`src/rtl/udp_rx_word_pkg.sv`:
```
// Shared constants, state encoding and CRC helpers for the GMII UDP/IPv4 receive path.
package udp_rx_word_pkg;

  typedef enum logic [3:0] {
    S_WAIT_IDLE,
    S_IDLE,
    S_PREAMBLE,
    S_ETH_HEAD,
    S_IP_HEAD,
    S_UDP_HEAD,
    S_RX_DATA,
    S_RX_PAD,
    S_DISCARD,
    S_END
  } rx_state_e;

  localparam logic [15:0] ETH_TYPE_IPV4 = 16'h0800;
  localparam logic [7:0]  IP_PROTO_UDP  = 8'd17;
  localparam logic [7:0]  IP_VER_IHL    = 8'h45;
  localparam logic [7:0]  PREAMBLE_BYTE = 8'h55;
  localparam logic [7:0]  SFD_BYTE      = 8'hD5;

  localparam int unsigned PREAMBLE_REPEAT = 6;
  localparam int unsigned ETH_HEAD_LEN    = 14;
  localparam int unsigned IP_HEAD_LEN     = 20;
  localparam int unsigned UDP_HEAD_LEN    = 8;
  localparam int unsigned HDR_CNT_W       = 5;

  localparam logic [31:0] CRC32_POLY = 32'h04C11DB7;

  typedef struct packed {
    logic [47:0] mac;
    logic [31:0] ip;
    logic [15:0] port;
  } peer_t;

  // MSB-first CRC-32 step; GMII bytes go out LSB first, so data[0] is consumed first.
  function automatic logic [31:0] crc32_d8_step(input logic [31:0] crc, input logic [7:0] data);
    logic [31:0] c;
    logic        fb;
    c = crc;
    for (int i = 0; i < 8; i++) begin
      fb = c[31] ^ data[i];
      c  = {c[30:0], 1'b0} ^ (fb ? CRC32_POLY : 32'h0);
    end
    return c;
  endfunction

  // Expected FCS as it sits in the delay line: byte k = ~{c[8k], ..., c[8k+7]}, byte 0 oldest.
  function automatic logic [31:0] fcs_expected(input logic [31:0] c);
    logic [31:0] f;
    f = '0;
    for (int k = 0; k < 4; k++) begin
      for (int j = 0; j < 8; j++) begin
        f[31 - 8*k - j] = ~c[8*k + j];
      end
    end
    return f;
  endfunction

  // Left-align the n newest bytes of w (n = 0 means a full group of four).
  function automatic logic [31:0] left_align(input logic [31:0] w, input logic [1:0] n);
    logic [31:0] r;
    case (n)
      2'd1:    r = {w[7:0], 24'h0};
      2'd2:    r = {w[15:0], 16'h0};
      2'd3:    r = {w[23:0], 8'h0};
      default: r = w;
    endcase
    return r;
  endfunction

endpackage

```
`src/rtl/udp_rx_word_crc.sv`:
```
// Byte-wide CRC-32 engine (crc32_d8); crc_data is published byte-swapped so FCS byte k
// is the bit-reversed complement of crc_data[8k +: 8].
module crc32_d8
  import udp_rx_word_pkg::*;
(
  input  logic        clk,
  input  logic        rst_n,
  input  logic        crc_en,
  input  logic        crc_clr,
  input  logic [7:0]  data,
  output logic [31:0] crc_data
);

  logic [31:0] crc_q;

  always_ff @(posedge clk or negedge rst_n) begin
    if (!rst_n) begin
      crc_q <= '1;
    end else if (crc_clr) begin
      crc_q <= '1;
    end else if (crc_en) begin
      crc_q <= crc32_d8_step(crc_q, data);
    end
  end

  assign crc_data = {crc_q[7:0], crc_q[15:8], crc_q[23:16], crc_q[31:24]};

endmodule

```
`src/rtl/udp_rx_word.sv`:
```
// GMII UDP/IPv4 receiver: header parse and filter, payload packed into 32-bit words,
// FCS check, sender MAC/IP/port latched for the reply path.
module udp_rx_word
  import udp_rx_word_pkg::*;
#(
  parameter logic [47:0] BOARD_MAC     = 48'h001122334455,
  parameter logic [31:0] BOARD_IP      = {8'd192, 8'd168, 8'd1, 8'd10},
  parameter logic [15:0] BOARD_PORTNUM = 16'd1010,
  parameter bit          CHECK_CRC     = 1'b1
) (
  input  logic        i_gmii_rx_clk,
  input  logic        i_sys_rstn,
  input  logic        i_gmii_rx_dv,
  input  logic [7:0]  i_gmii_rx_data,
  output logic        o_rec_word_en,
  output logic [31:0] o_rec_word,
  output logic [15:0] o_rec_byte_num,
  output logic        o_rec_pkt_done,
  output logic        o_rec_err,
  output logic [47:0] o_src_mac,
  output logic [31:0] o_src_ip,
  output logic [15:0] o_src_port
);

  localparam logic [47:0] MAC_BCAST = 48'hffff_ffff_ffff;
  localparam logic [HDR_CNT_W-1:0] PRE_LAST  = HDR_CNT_W'(PREAMBLE_REPEAT);
  localparam logic [HDR_CNT_W-1:0] ETH_LAST  = HDR_CNT_W'(ETH_HEAD_LEN - 1);
  localparam logic [HDR_CNT_W-1:0] IP_LAST   = HDR_CNT_W'(IP_HEAD_LEN - 1);
  localparam logic [HDR_CNT_W-1:0] UDP_LAST  = HDR_CNT_W'(UDP_HEAD_LEN - 1);
  localparam logic [15:0]          UDP_HLEN  = 16'(UDP_HEAD_LEN);

  rx_state_e state, state_nxt;

  logic [HDR_CNT_W-1:0] hdr_cnt;
  logic [39:0]          hdr_sr;
  logic [47:0]          hdr_sr_nxt;
  logic [15:0]          data_cnt;
  logic [31:0]          pack, pack_nxt;
  logic [31:0]          dly;
  logic [2:0]           dly_cnt;
  logic                 dv;
  logic [7:0]           rxd;
  logic                 post_sfd, last_byte, fcs_bad;
  logic                 crc_en, crc_clr;
  logic [31:0]          crc_data;
  peer_t                shadow, src_q;

  assign dv         = i_gmii_rx_dv;
  assign rxd        = i_gmii_rx_data;
  assign hdr_sr_nxt = {hdr_sr, rxd};
  assign pack_nxt   = {pack[23:0], rxd};
  assign last_byte  = (16'(data_cnt + 16'd1) == o_rec_byte_num);
  assign post_sfd   = state inside {S_ETH_HEAD, S_IP_HEAD, S_UDP_HEAD, S_RX_DATA, S_RX_PAD};

  // Four-byte delay line keeps the FCS out of the CRC engine.
  assign crc_en  = post_sfd && dv && (dly_cnt == 3'd4);
  assign crc_clr = (state == S_IDLE);
  assign fcs_bad = (dly_cnt != 3'd4) || (dly != fcs_expected(crc_data));

  crc32_d8 u_crc (
    .clk      (i_gmii_rx_clk),
    .rst_n    (i_sys_rstn),
    .crc_en   (crc_en),
    .crc_clr  (crc_clr),
    .data     (dly[31:24]),
    .crc_data (crc_data)
  );

  always_ff @(posedge i_gmii_rx_clk or negedge i_sys_rstn) begin
    if (!i_sys_rstn) begin
      state <= S_WAIT_IDLE;
    end else begin
      state <= state_nxt;
    end
  end

  // Next-state: header walk and filtering.
  always_comb begin
    state_nxt = state;
    case (state)
      S_WAIT_IDLE: if (!dv) state_nxt = S_IDLE;
      S_IDLE: begin
        if (dv) state_nxt = (rxd == PREAMBLE_BYTE) ? S_PREAMBLE : S_DISCARD;
      end
      S_PREAMBLE: begin
        if (!dv) begin
          state_nxt = S_IDLE;
        end else if (rxd == PREAMBLE_BYTE && hdr_cnt < PRE_LAST) begin
          state_nxt = S_PREAMBLE;
        end else if (rxd == SFD_BYTE && hdr_cnt == PRE_LAST) begin
          state_nxt = S_ETH_HEAD;
        end else begin
          state_nxt = S_DISCARD;
        end
      end
      S_ETH_HEAD: begin
        if (!dv) begin
          state_nxt = S_IDLE;
        end else if (hdr_cnt == HDR_CNT_W'(5) &&
                     hdr_sr_nxt != BOARD_MAC && hdr_sr_nxt != MAC_BCAST) begin
          state_nxt = S_DISCARD;
        end else if (hdr_cnt == ETH_LAST) begin
          state_nxt = (hdr_sr_nxt[15:0] == ETH_TYPE_IPV4) ? S_IP_HEAD : S_DISCARD;
        end
      end
      S_IP_HEAD: begin
        if (!dv) begin
          state_nxt = S_IDLE;
        end else if ((hdr_cnt == HDR_CNT_W'(0) && rxd != IP_VER_IHL) ||
                     (hdr_cnt == HDR_CNT_W'(9) && rxd != IP_PROTO_UDP)) begin
          state_nxt = S_DISCARD;
        end else if (hdr_cnt == IP_LAST) begin
          state_nxt = (hdr_sr_nxt[31:0] == BOARD_IP) ? S_UDP_HEAD : S_DISCARD;
        end
      end
      S_UDP_HEAD: begin
        if (!dv) begin
          state_nxt = S_IDLE;
        end else if ((hdr_cnt == HDR_CNT_W'(3) && hdr_sr_nxt[15:0] != BOARD_PORTNUM) ||
                     (hdr_cnt == HDR_CNT_W'(5) && hdr_sr_nxt[15:0] < UDP_HLEN)) begin
          state_nxt = S_DISCARD;
        end else if (hdr_cnt == UDP_LAST) begin
          state_nxt = (hdr_sr_nxt[31:16] == UDP_HLEN) ? S_RX_PAD : S_RX_DATA;
        end
      end
      S_RX_DATA: begin
        if (!dv)            state_nxt = S_END;
        else if (last_byte) state_nxt = S_RX_PAD;
      end
      S_RX_PAD:  if (!dv) state_nxt = S_END;
      S_DISCARD: if (!dv) state_nxt = S_IDLE;
      S_END:     state_nxt = S_IDLE;
      default:   state_nxt = S_WAIT_IDLE;
    endcase
  end

  // Datapath and registered outputs.
  always_ff @(posedge i_gmii_rx_clk or negedge i_sys_rstn) begin
    if (!i_sys_rstn) begin
      hdr_cnt        <= '0;
      hdr_sr         <= '0;
      data_cnt       <= '0;
      pack           <= '0;
      dly            <= '0;
      dly_cnt        <= '0;
      shadow         <= '0;
      src_q          <= '0;
      o_rec_word_en  <= 1'b0;
      o_rec_word     <= '0;
      o_rec_byte_num <= '0;
      o_rec_pkt_done <= 1'b0;
      o_rec_err      <= 1'b0;
    end else begin
      o_rec_word_en  <= 1'b0;
      o_rec_pkt_done <= 1'b0;

      if (state_nxt != state) hdr_cnt <= '0;
      else if (dv)            hdr_cnt <= HDR_CNT_W'(hdr_cnt + HDR_CNT_W'(1));

      if (dv) hdr_sr <= hdr_sr_nxt[39:0];

      if (state == S_IDLE) begin
        dly     <= '0;
        dly_cnt <= '0;
      end else if (post_sfd && dv) begin
        dly <= {dly[23:0], rxd};
        if (dly_cnt != 3'd4) dly_cnt <= 3'(dly_cnt + 3'd1);
      end

      case (state)
        S_ETH_HEAD: begin
          if (dv && hdr_cnt == HDR_CNT_W'(11)) shadow.mac <= hdr_sr_nxt;
        end
        S_IP_HEAD: begin
          if (dv && hdr_cnt == HDR_CNT_W'(15)) shadow.ip <= hdr_sr_nxt[31:0];
        end
        S_UDP_HEAD: begin
          if (dv && hdr_cnt == HDR_CNT_W'(1)) shadow.port <= hdr_sr_nxt[15:0];
          if (dv && hdr_cnt == UDP_LAST) begin
            o_rec_byte_num <= 16'(hdr_sr_nxt[31:16] - UDP_HLEN);
            data_cnt       <= '0;
            pack           <= '0;
          end
        end
        S_RX_DATA: begin
          if (dv) begin
            pack     <= pack_nxt;
            data_cnt <= 16'(data_cnt + 16'd1);
            if (data_cnt[1:0] == 2'd3 || last_byte) begin
              o_rec_word_en <= 1'b1;
              o_rec_word    <= left_align(pack_nxt, 2'(data_cnt[1:0] + 2'd1));
            end
          end else begin
            // Truncated payload: flush what is pending alongside the done strobe.
            if (data_cnt[1:0] != 2'd0) begin
              o_rec_word_en <= 1'b1;
              o_rec_word    <= left_align(pack, data_cnt[1:0]);
            end
            o_rec_pkt_done <= 1'b1;
            o_rec_err      <= 1'b1;
            src_q          <= shadow;
          end
        end
        S_RX_PAD: begin
          if (!dv) begin
            o_rec_pkt_done <= 1'b1;
            o_rec_err      <= CHECK_CRC & fcs_bad;
            src_q          <= shadow;
          end
        end
        default: ;
      endcase
    end
  end

  assign o_src_mac  = src_q.mac;
  assign o_src_ip   = src_q.ip;
  assign o_src_port = src_q.port;

endmodule

```
`config.mk`:
```
export PLATFORM = sky130hd
export DESIGN_NAME = udp_rx_word
export DESIGN_NICKNAME = d
export VERILOG_FILES = /design/src/rtl/udp_rx_word_pkg.sv /design/src/rtl/udp_rx_word_crc.sv /design/src/rtl/udp_rx_word.sv
export SDC_FILE = /design/constraint.sdc
export NUM_CORES = 1
export LEC_CHECK = 0
export ABC_CLOCK_PERIOD_IN_PS = 3600
export CAP_MARGIN = 30
export CORE_MARGIN = 2
export CORE_UTILIZATION = 40
export DETAILED_ROUTE_END_ITERATION = 8
export PLACE_DENSITY = 0.69
export SLEW_MARGIN = 20
export SYNTH_ARGS = -nofsm -noshare
export SYNTH_HDL_FRONTEND = slang
export SYNTH_SLANG_ARGS = --single-unit
```
`constraint.sdc`:
```
create_clock -name i_gmii_rx_clk -period 3.6 [get_ports i_gmii_rx_clk]
set_clock_uncertainty 0.15 [all_clocks]
set_input_delay 0.72 -clock i_gmii_rx_clk [delete_from_list [all_inputs] [get_ports i_gmii_rx_clk]]
set_output_delay 0.72 -clock i_gmii_rx_clk [all_outputs]
set_load 0.02 [all_outputs]
```
== Word level (Yosys, flattened, before mapping) ==
Index checks and enable logic that the tools add are counted.

* Reductions and logical operators: 40
* Mux-type cells: 59
* Add/subtract/negate cells: 5
* Equal/unequal tests: 45
* Bitwise gates (word level): 49
* $lt $le $gt $ge: 2

{| class="wikitable"
|+ Operators by type and width
! cell !! number
|-
| 2-to-1 mux 32 bit || 9
|-
| XOR 32 bit || 8
|-
| 2-to-1 mux 27 bit || 8
|-
| one-hot mux 32 bit (3 select lines) || 2
|-
| 2-to-1 mux 4 bit || 20
|-
| one-hot mux 32 bit (2 select lines) || 1
|-
| != test 48 x 37 -> 1 bit (second input constant) || 1
|-
| != test 48 bit (second input constant) || 1
|-
| one-hot mux 4 bit (9 select lines) || 1
|-
| inverter 1 bit || 33
|-
| == test 32 bit (second input constant) || 1
|-
| 2-to-1 mux 16 bit || 2
|-
| != test 32 bit || 1
|-
| one-hot mux 16 bit (2 select lines) || 1
|-
| == test 5 x 4 -> 1 bit (second input constant) || 4
|-
| adder 16 x 1 -> 16 bit (second input constant) || 1
|-
| == test 16 x 12 -> 1 bit (second input constant) || 1
|-
| == test 16 bit || 1
|-
| == test 16 x 4 -> 1 bit (second input constant) || 1
|-
| == test 4 x 3 -> 1 bit (second input constant) || 4
|-
| < comparator 16 x 4 -> 1 bit (second input constant) || 1
|-
| != test 16 x 10 -> 1 bit (second input constant) || 1
|-
| nonzero test 2 bit || 8
|-
| subtractor 16 x 4 -> 16 bit (second input constant) || 1
|-
| other kinds (35) || 88
|}

* Word-level logic and storage cells: 219
* Flip-flop bits (word level): 407

== Logic depth before layout (Yosys ltp) ==
Gate-level depths: netlist of run 1.

* Depth after elaboration: 26
* Depth in mapped cells: 11
* Depth with buffers taken out: 10

== Modules after synthesis ==
A second synthesis of run 1 with hierarchy kept.

* Cell total of the unflattened synthesis: 1633
* Area total of the unflattened synthesis: 18803.0 um2

{| class="wikitable"
|+ Modules (own cells, without submodules)
! module !! sequential area each (um2) !! instances !! area an instance (um2) !! cells an instance
|-
| udp_rx_word || 9183.8 || 1 || 16733.5 || 1453
|-
| crc32_d8 || 840.8 || 1 || 2069.5 || 180
|}

== Least setup slack after synthesis of run 1 ==
OpenSTA, ideal clock, no wires.

* Kind: input to register
* From: in i_gmii_rx_data[0]
* To: reg hdr_cnt[0]
* Setup slack: 0.524 ns
* Stages: 8
* Data arrival time: 2.832 ns
* Data required time: 3.355 ns
* Path through: or4_1 -> nor4b_1 -> or4b_1 -> nand2_1 -> a31oi_1 -> a221oi_1 -> o221ai_1 -> a211oi_1

* Longest elaborated chain between the ends: 8
* Elaborated cells on any way between the ends: 39
* Classes of those cells: order compare: 1; eq/ne: 10; mux: 17; reduce/logical: 11

{| class="wikitable"
|+ RTL lines
! what !! RTL line !! RTL
|-
| start, declared || udp_rx_word.sv:14 || <nowiki>input logic [7:0] i_gmii_rx_data,</nowiki>
|-
| < comparator 16 x 4 -> 1 bit (tied with other cells) || udp_rx_word.sv:120 || <nowiki>(hdr_cnt == HDR_CNT_W'(5) && hdr_sr_nxt[15:0] < UDP_HLEN)) begin</nowiki>
|-
| logical AND 1 bit (tied with other cells) || udp_rx_word.sv:120 ||
|-
| logical OR 1 bit (tied with other cells) || udp_rx_word.sv:119 || <nowiki>end else if ((hdr_cnt == HDR_CNT_W'(3) && hdr_sr_nxt[15:0] != BOARD_PORTNUM) ||</nowiki>
|-
| 2-to-1 mux 4 bit, on equally long branches (2 in series) || n/a ||
|-
| one-hot mux 4 bit (9 select lines) (*) || udp_rx_word.sv:80 || <nowiki>case (state)</nowiki>
|-
| != test 4 bit (*) || udp_rx_word.sv:157 || <nowiki>if (state_nxt != state) hdr_cnt <= '0;</nowiki>
|-
| 2-to-1 mux 5 bit / nonzero test 2 bit (equally long branches) || n/a ||
|-
| end signal, assigned || udp_rx_word.sv:158 || <nowiki>else if (dv) hdr_cnt <= HDR_CNT_W'(hdr_cnt + HDR_CNT_W'(1));</nowiki>
|-
| end, declared || udp_rx_word.sv:34 || <nowiki>logic [HDR_CNT_W-1:0] hdr_cnt;</nowiki>
|}

Every way passes the cells marked *; elsewhere a longest branch is shown, timed or not.
A chain may end at the register's enable or synchronous reset.

== Final worst setup path of run 1 ==
* From: in i_gmii_rx_data[3]
* To: reg hdr_cnt[4]

Same word-level chain as after synthesis.

==> results.sh, run 1 <==
export IMPL_vias=13400
export IMPL_end_kind="flip-flop"
export IMPL_fp_dieW_um=220
export IMPL_seqCellArea_um2=10200
export IMPL_power_density_nw_per_um2=442
export IMPL_fin_crit_sh_pct=93.3
export IMPL_cp_slowest_stage_delay_ns=0.57
export IMPL_cp_buffers_inverters=2
export IMPL_ctsLongestPathBuffers=3
export IMPL_via_per_inst=5.53
export IMPL_max_freq_mhz=298
export IMPL_clkLatencyLatePin_ns=0.57
export IMPL_synth_compound_area_share_pct=9.47
export IMPL_detail_route_antenna_nets=0
export IMPL_drv_slew=0
export IMPL_dp_cells=2352
export IMPL_place_area_um2=21100
export IMPL_initial_core_util_pct=40.2
export IMPL_peakVddDrop_mv=0.337
export IMPL_htreeDepth=2
export IMPL_fin_cells=2428
export IMPL_yosys_warnings=0
export IMPL_leakage_nw=10.0
export IMPL_r2r_start="data_cnt[2]$_DFFE_PN0P_"
export IMPL_cp_start_kind="primary input"
export IMPL_grt_pass1_vias=13600
export IMPL_final_util_pct=48.9
export IMPL_cp_max_fo=5
export IMPL_synth_ff_type="dfrtp_1"
export IMPL_fillers=4192
export IMPL_worst_slack_ns=0.243
export IMPL_drv_cap=0
export IMPL_die_y_um=220
export IMPL_wl_per_cell_um=20.3
export IMPL_grtUsageTotal_pct=20.8
export IMPL_drc=0
export IMPL_cts_tree="done"
export IMPL_hold_viol=0
export IMPL_r2r_cells=10
export IMPL_holdCritPathClass="reg -> reg"
export IMPL_crit_required_ns=3.91
export IMPL_synth_area_um2=18600
export IMPL_die_area_um2=48300
export IMPL_synth_nets=1661
export IMPL_syn_to_final_growth_pct=21.6
export IMPL_drt_initial_drc_count=1081
export IMPL_hold_end="shadow[68]$_DFFE_PN0P_"
export IMPL_final_cell_area_um2=22600
export IMPL_antennaDiodeCount=0
export IMPL_ioPinCount=158
export IMPL_fp_coreArea_um2=46300
export IMPL_synth_xor_area_share_pct=6.19
export IMPL_grt_overflow=0
export IMPL_netlist_area_leader_share_pct=50.2
export IMPL_yosys_area_share_simple_pct=11.4
export IMPL_worstHoldStart="shadow[68]$_DFFE_PN0P_"
export IMPL_path_delay_family="compound AO/OA/AOI/OAI gates"
export IMPL_synth_cell_types=69
export IMPL_tightest_slew_ns=0.813
export IMPL_finalSetupViolCount=0
export IMPL_antenna_found_initial=0
export IMPL_yosysSeqAreaShare_pct=54.7
export IMPL_min_period_ns=3.36
export IMPL_cp_cell_sequence="clkdlybuf4s50_1, or4b_4, nor3_2, nand4_1, a2111oi_1, buf_4, o211ai_1, o2111ai_1, o21ai_0, a211oi_1"
export IMPL_synth_avg_cell_area_um2=11.4
export IMPL_multi_input_area_um2=7910
export IMPL_layout_drive_gt1_share_pct=23.2
export IMPL_r2r_end="o_rec_word[16]$_DFFE_PN0P_"
export IMPL_synth_area_leaders="dfrtp_1 (50%), mux2_2 (14%), dfstp_2 (4.5%)"
export IMPL_rsz0062_at_grt="no"
export IMPL_synth_top_family_by_area="multiplexers"
export IMPL_ys_async_sr_fraction_pct=100
export IMPL_grt_max_degree=75
export IMPL_synth_cells=1634
export IMPL_slew_limit_headroom_pct=45.4
export IMPL_fp_row_count=79
export IMPL_path_clk_slew_ns=0.06
export IMPL_layout_nets=1819
export IMPL_cp_slowest_cell="or4b_4"
export IMPL_cts_sinks=405
export IMPL_gp_congestion=0.928
export IMPL_grt_first_pass_wirelength_um=78300
export IMPL_cp_arrival_ns=3.67
export IMPL_synth_edf_count=0
export IMPL_r2r_setup_slack_ns=0.31
export IMPL_cts_buffers_inserted=44
export IMPL_place_hpwl_um=33000
export IMPL_muxShareOfSynthArea_pct=14.2
export IMPL_outcome="finished, final reports clean"
export IMPL_synth_area_leader_cell="dfrtp_1"
export IMPL_drt_wl_total_um=49300
export IMPL_drtPass1Iterations=6
export IMPL_whs_path_depth=2
export IMPL_synth_fa_ha_area_share_pct=1.08
export IMPL_ys_seq_elements=405
export IMPL_critical_path_class="in -> reg"
export IMPL_dp_slack_ns=-0.369
export IMPL_setup_tns_ns=0
export IMPL_io_buffers=157
export IMPL_cts_root_buf="clkbuf_16"
[cells in the final DEF, fill, tap and decap left out, types with 57 or more instances in the layout]
| master | instances |
|---|---|
| dfrtp_1 | 372 |
| mux2_2 | 233 |
| clkdlybuf4s50_1 | 155 |
| nand2_1 | 144 |
| a21oi_1 | 81 |
| xnor2_1 | 72 |
| o21ai_0 | 71 |
| buf_4 | 65 |
| xor2_1 | 57 |
| nor2_1 | 57 |
[cell type report]
class                           instances  share of cell area (%)
Sequential cell                       405                    45.0
Inverter                               27                   0.448
Timing Repair Buffer                  229                    9.74
Clock buffer                           63                    5.76
Multi-Input combinational cell       1085                    35.0
Clock inverter                         12                   0.774
Tap cell                              607                    3.36
[sequential cells by signal (all words and copies together), names as in the netlist, 3 cells and up]
signal          flops
dly                32
dly_cnt             3
o_src_port         16
data_cnt           16
o_src_mac          48
o_rec_word         32
u_crc.crc_q        32
hdr_cnt             5
pack               30
o_src_ip           32
shadow             96
o_rec_byte_num     16
hdr_sr             40
state               4
[repair_timing]
action                     CTS  global route
hold endpoints to repair    10             0
gates resized for setup      0             4
setup endpoints to repair    0            12
setup buffers                0             0
hold buffers                 1             0
[cell families (layout without fill, tap and decap cells)]
group / after synthesis / count (layout)
AND/OR/NAND/NOR: 429 / 429
adder cells (fa/ha/maj): 16 / 16
flip-flops: 405 / 405
multiplexers: 235 / 235
buffers and inverters: 144 / 331
AO/OA/AOI/OAI: 275 / 275
XOR/XNOR: 130 / 130
[worst max path at each step]
| stage | start | to | cells past startpoint |
|---|---|---|---|
| global placement | i_gmii_rx_data[3] | hdr_cnt[4]$_DFFE_PN0P_ | 10 |
| finish | i_gmii_rx_data[3] | hdr_cnt[4]$_DFFE_PN0P_ | 10 |
| detailed placement | i_gmii_rx_data[0] | hdr_cnt[3]$_DFFE_PN0P_ | 9 |
| CTS | data_cnt[0]$_DFFE_PN0P_ | o_rec_word[16]$_DFFE_PN0P_ | 11 |
| floorplan | i_gmii_rx_data[0] | hdr_cnt[0]$_DFFE_PN0P_ | 8 |
| global route | data_cnt[2]$_DFFE_PN0P_ | o_rec_word[17]$_DFFE_PN0P_ | 10 |
[Yosys cell counts (all sizes together), types with 17 or more instances]
library cell  instances
a21oi                81
a22o                 33
a22oi                17
buf                  30
clkbuf               87
dfrtp               373
dfstp                32
inv                  27
mux2                233
nand2               144
nand3                56
nand4                27
nor2                 59
nor2b                20
nor3                 52
nor4                 20
o21ai                74
xnor2                72
xor2                 57
[report_power, final]
| group | internal (mW) | switching (mW) | leakage [nW] |
|---|---|---|---|
| registers | 4.65 | 0.186 | 5.41 |
| clock network | 2.80 | 1.82 | 0.732 |
| logic | 0.205 | 0.339 | 3.89 |
| total | 7.65 | 2.34 | 10.0 |
[per-stage QoR]
step | hold WS [ns] | total power, mW
after floorplan | 0.274 | 5.10
after global placement | 0.308 | 5.45
after detailed placement | 0.315 | 5.46
after CTS | 0.329 | 10.1
after global routing | 0.349 | 10.4
final | 0.330 | 10.0
[worst register-to-register path, stage by stage (launching register included)]
cell and delay (ns):
dfrtp_1 0.53, nand4_1 0.22, or4_1 0.55, a22oi_1 0.22, o2111a_1 0.21, nand4_1 0.21, a2111oi_4 0.41, buf_12 0.26
buf_4 0.25, nor2_1 0.07, a31oi_1 0.13
[routing by layer]
metal	share of wire, %	routed length (um)	GRT usage, %	vias up
met3	5.6	2770	3.86	123
met1	44	21700	28.6	6747
met5	0	0	0	-
met4	3.7	1830	7.61	0
li1	-	-	-	6124
met2	47	23100	32.7	421
Note: power is estimated with default switching activity, not from simulation.
==> run 2, diff against run 1 <==
==> constraint.sdc (replaced) <==
create_clock -name i_gmii_rx_clk -period 3.6 [get_ports i_gmii_rx_clk]
set_clock_uncertainty 0.15 [all_clocks]
set_input_delay 0.36 -clock i_gmii_rx_clk [delete_from_list [all_inputs] [get_ports i_gmii_rx_clk]]
set_output_delay 0.36 -clock i_gmii_rx_clk [all_outputs]
set_load 0.02 [all_outputs]
==> run 2 against run 1 <==
Compared with the run above: sequential share of layout area barely moved; die area did not move; critical path depth shrank 1; register-to-register slack got worse by 0.06 ns; largest power group unchanged; highest routed layer is now met5.
==> results.sh, run 2 (synthesis gave the netlist of run 1 again) <==
export IMPL_detail_route_antenna_nets=0
export IMPL_gp_congestion=0.898
export IMPL_wl_met3_um=2800
export IMPL_grt_pass1_vias=13800
export IMPL_die_area_um2=48300
export IMPL_multi_input_area_um2=7910
export IMPL_top_layer="met5"
export IMPL_critical_path_class="reg -> reg"
export IMPL_cts_sinks=405
export IMPL_slew_limit_headroom_pct=38.4
export IMPL_place_hpwl_um=33300
export IMPL_combPwrFrac_pct=6.0
export IMPL_final_util_pct=48.9
export IMPL_grtUsageTotal_pct=21.1
export IMPL_drt_initial_drc_count=1011
export IMPL_path_clk_slew_ns=0.06
export IMPL_vias=13400
export IMPL_layout_nets=1816
export IMPL_die_y_um=220
export IMPL_cp_buffers_inverters=1
export IMPL_min_period_ns=3.35
export IMPL_cp_cell_sequence="ha_1, nand3_2, or3_1, a21boi_0, o2111a_1, nand4_1, a2111oi_4, buf_12, mux2_2"
export IMPL_cts_root_buf="clkbuf_16"
export IMPL_finalSetupViolCount=0
export IMPL_r2r_start="data_cnt[0]$_DFFE_PN0P_"
export IMPL_end_kind="flip-flop"
export IMPL_drv_cap=0
export IMPL_fin_crit_sh_pct=93.1
export IMPL_leakage_nw=10.0
export IMPL_seqCellArea_um2=10200
export IMPL_cp_slowest_stage_delay_ns=0.49
export IMPL_cts_buffers_inserted=45
export IMPL_rsz0062_at_grt="no"
export IMPL_max_freq_mhz=298
export IMPL_fp_coreArea_um2=46300
export IMPL_swShare_pct=24.2
export IMPL_max_flop_register="shadow"
export IMPL_cp_slowest_cell="dfrtp_1"
export IMPL_drtPass1Iterations=6
export IMPL_cp_start_kind="flip-flop"
export IMPL_syn_to_final_growth_pct=21.6
export IMPL_p_int_mw=7.68
export IMPL_via_per_inst=5.53
export IMPL_grt_overflow=0
export IMPL_antenna_found_initial=4
export IMPL_io_buffers=157
export IMPL_r2r_setup_slack_ns=0.25
export IMPL_grt_first_pass_wirelength_um=79600
export IMPL_dp_slack_ns=0.0179
export IMPL_setup_tns_ns=0
export IMPL_crit_required_ns=3.90
export IMPL_clockPowerShare_pct=46.6
export IMPL_peakVddDrop_mv=0.363
export IMPL_wl_met2_um=23300
export IMPL_largest_reg_flops=96
export IMPL_layout_common_cells="dfrtp_1 (373), mux2_2 (233), clkdlybuf4s50_1 (155)"
export IMPL_ctsLongestPathBuffers=3
export IMPL_htreeDepth=2
export IMPL_tightest_slew_ns=0.918
export IMPL_outcome="finished, final reports clean"
export IMPL_cts_tree="done"
export IMPL_p_sw_mw=2.45
export IMPL_initial_core_util_pct=40.2
export IMPL_worst_slack_ns=0.250
export IMPL_seq_power_share_pct=47.4
export IMPL_drv_slew=0
export IMPL_fp_row_count=79
export IMPL_timing_hold_ws_ns=0.213
export IMPL_drt_wl_total_um=50000
export IMPL_layout_drive_gt1_share_pct=23.1
export IMPL_clkLatencyLatePin_ns=0.59
export IMPL_holdCritPathClass="in -> async"
export IMPL_wl_per_cell_um=20.6
export IMPL_fillers=4180
export IMPL_path_delay_family="compound AO/OA/AOI/OAI gates"
export IMPL_cp_startpoint="data_cnt[0]$_DFFE_PN0P_"
export IMPL_cp_max_fo=63
export IMPL_ioPinCount=158
export IMPL_fp_dieW_um=220
export IMPL_grt_max_degree=87
export IMPL_hold_viol=0
export IMPL_power_density_nw_per_um2=448
export IMPL_cp_arrival_ns=3.65
export IMPL_drt_met1_wl_um=22300
export IMPL_final_common_cell="dfrtp_1"
export IMPL_drc=0
## run 2: worst paths after layout
| check | endpoint | cells after the start |
|---|---|---|
| setup reg to reg | o_rec_word[23]$_DFFE_PN0P_ | 9 |
| min in group i_gmii_rx_clk | o_rec_word[18]$_DFFE_PN0P_ | 3 |
| hold reg to reg | pack[25]$_DFFE_PN0P_ | 2 |
| max in group asynchronous | o_src_mac[31]$_DFFE_PN0P_ | 3 |
| hold / removal | pack[14]$_DFFE_PN0P_ | 2 |
| setup / recovery | o_rec_word[23]$_DFFE_PN0P_ | 9 |
## run 2: layer usage
layer  track usage, %  vias up
li1                 -     6125
met1             29.2     6795
met2             33.1      423
met3             3.75      101
met4             7.87        4
met5                0        -
## run 2: final cells by class
type                       count  share of cell area, %
clock inverter                18                   1.01
tap                          607                   3.36
sequential                   405                   45.0
inverter                      27                  0.448
clock buffer                  63                   5.72
multi-input combinational   1085                   34.9
timing repair buffer         225                   9.55
antenna                        1                 0.0111
## run 2: per-stage QoR
stage / instance area (um^2) / power, mW / instances
final: 22600 / 10.1 / 2431
after global routing: 22600 / 10.5 / 2430
after CTS: 22600 / 10.2 / 2430
after detailed placement: 21100 / 5.49 / 2348
after global placement: 21100 / 5.47 / 2348
after floorplan: 18600 / 5.10 / 1634
## run 2: power by group through the flow
stage	clock [mW]	sequential, mW	combinational (mW)
after floorplan	0	4.81	0.284
after global placement	0	4.87	0.601
after detailed placement	0	4.88	0.610
after CTS	4.84	4.80	0.614
after global routing	5.02	4.80	0.662
final	4.73	4.80	0.610
## run 2: timing repair
action	CTS	global route
gates resized for setup	0	2
endpoints found under the setup margin	0	8
hold endpoints to repair	48	0
hold buffers	1	0
buffers inserted	0	0
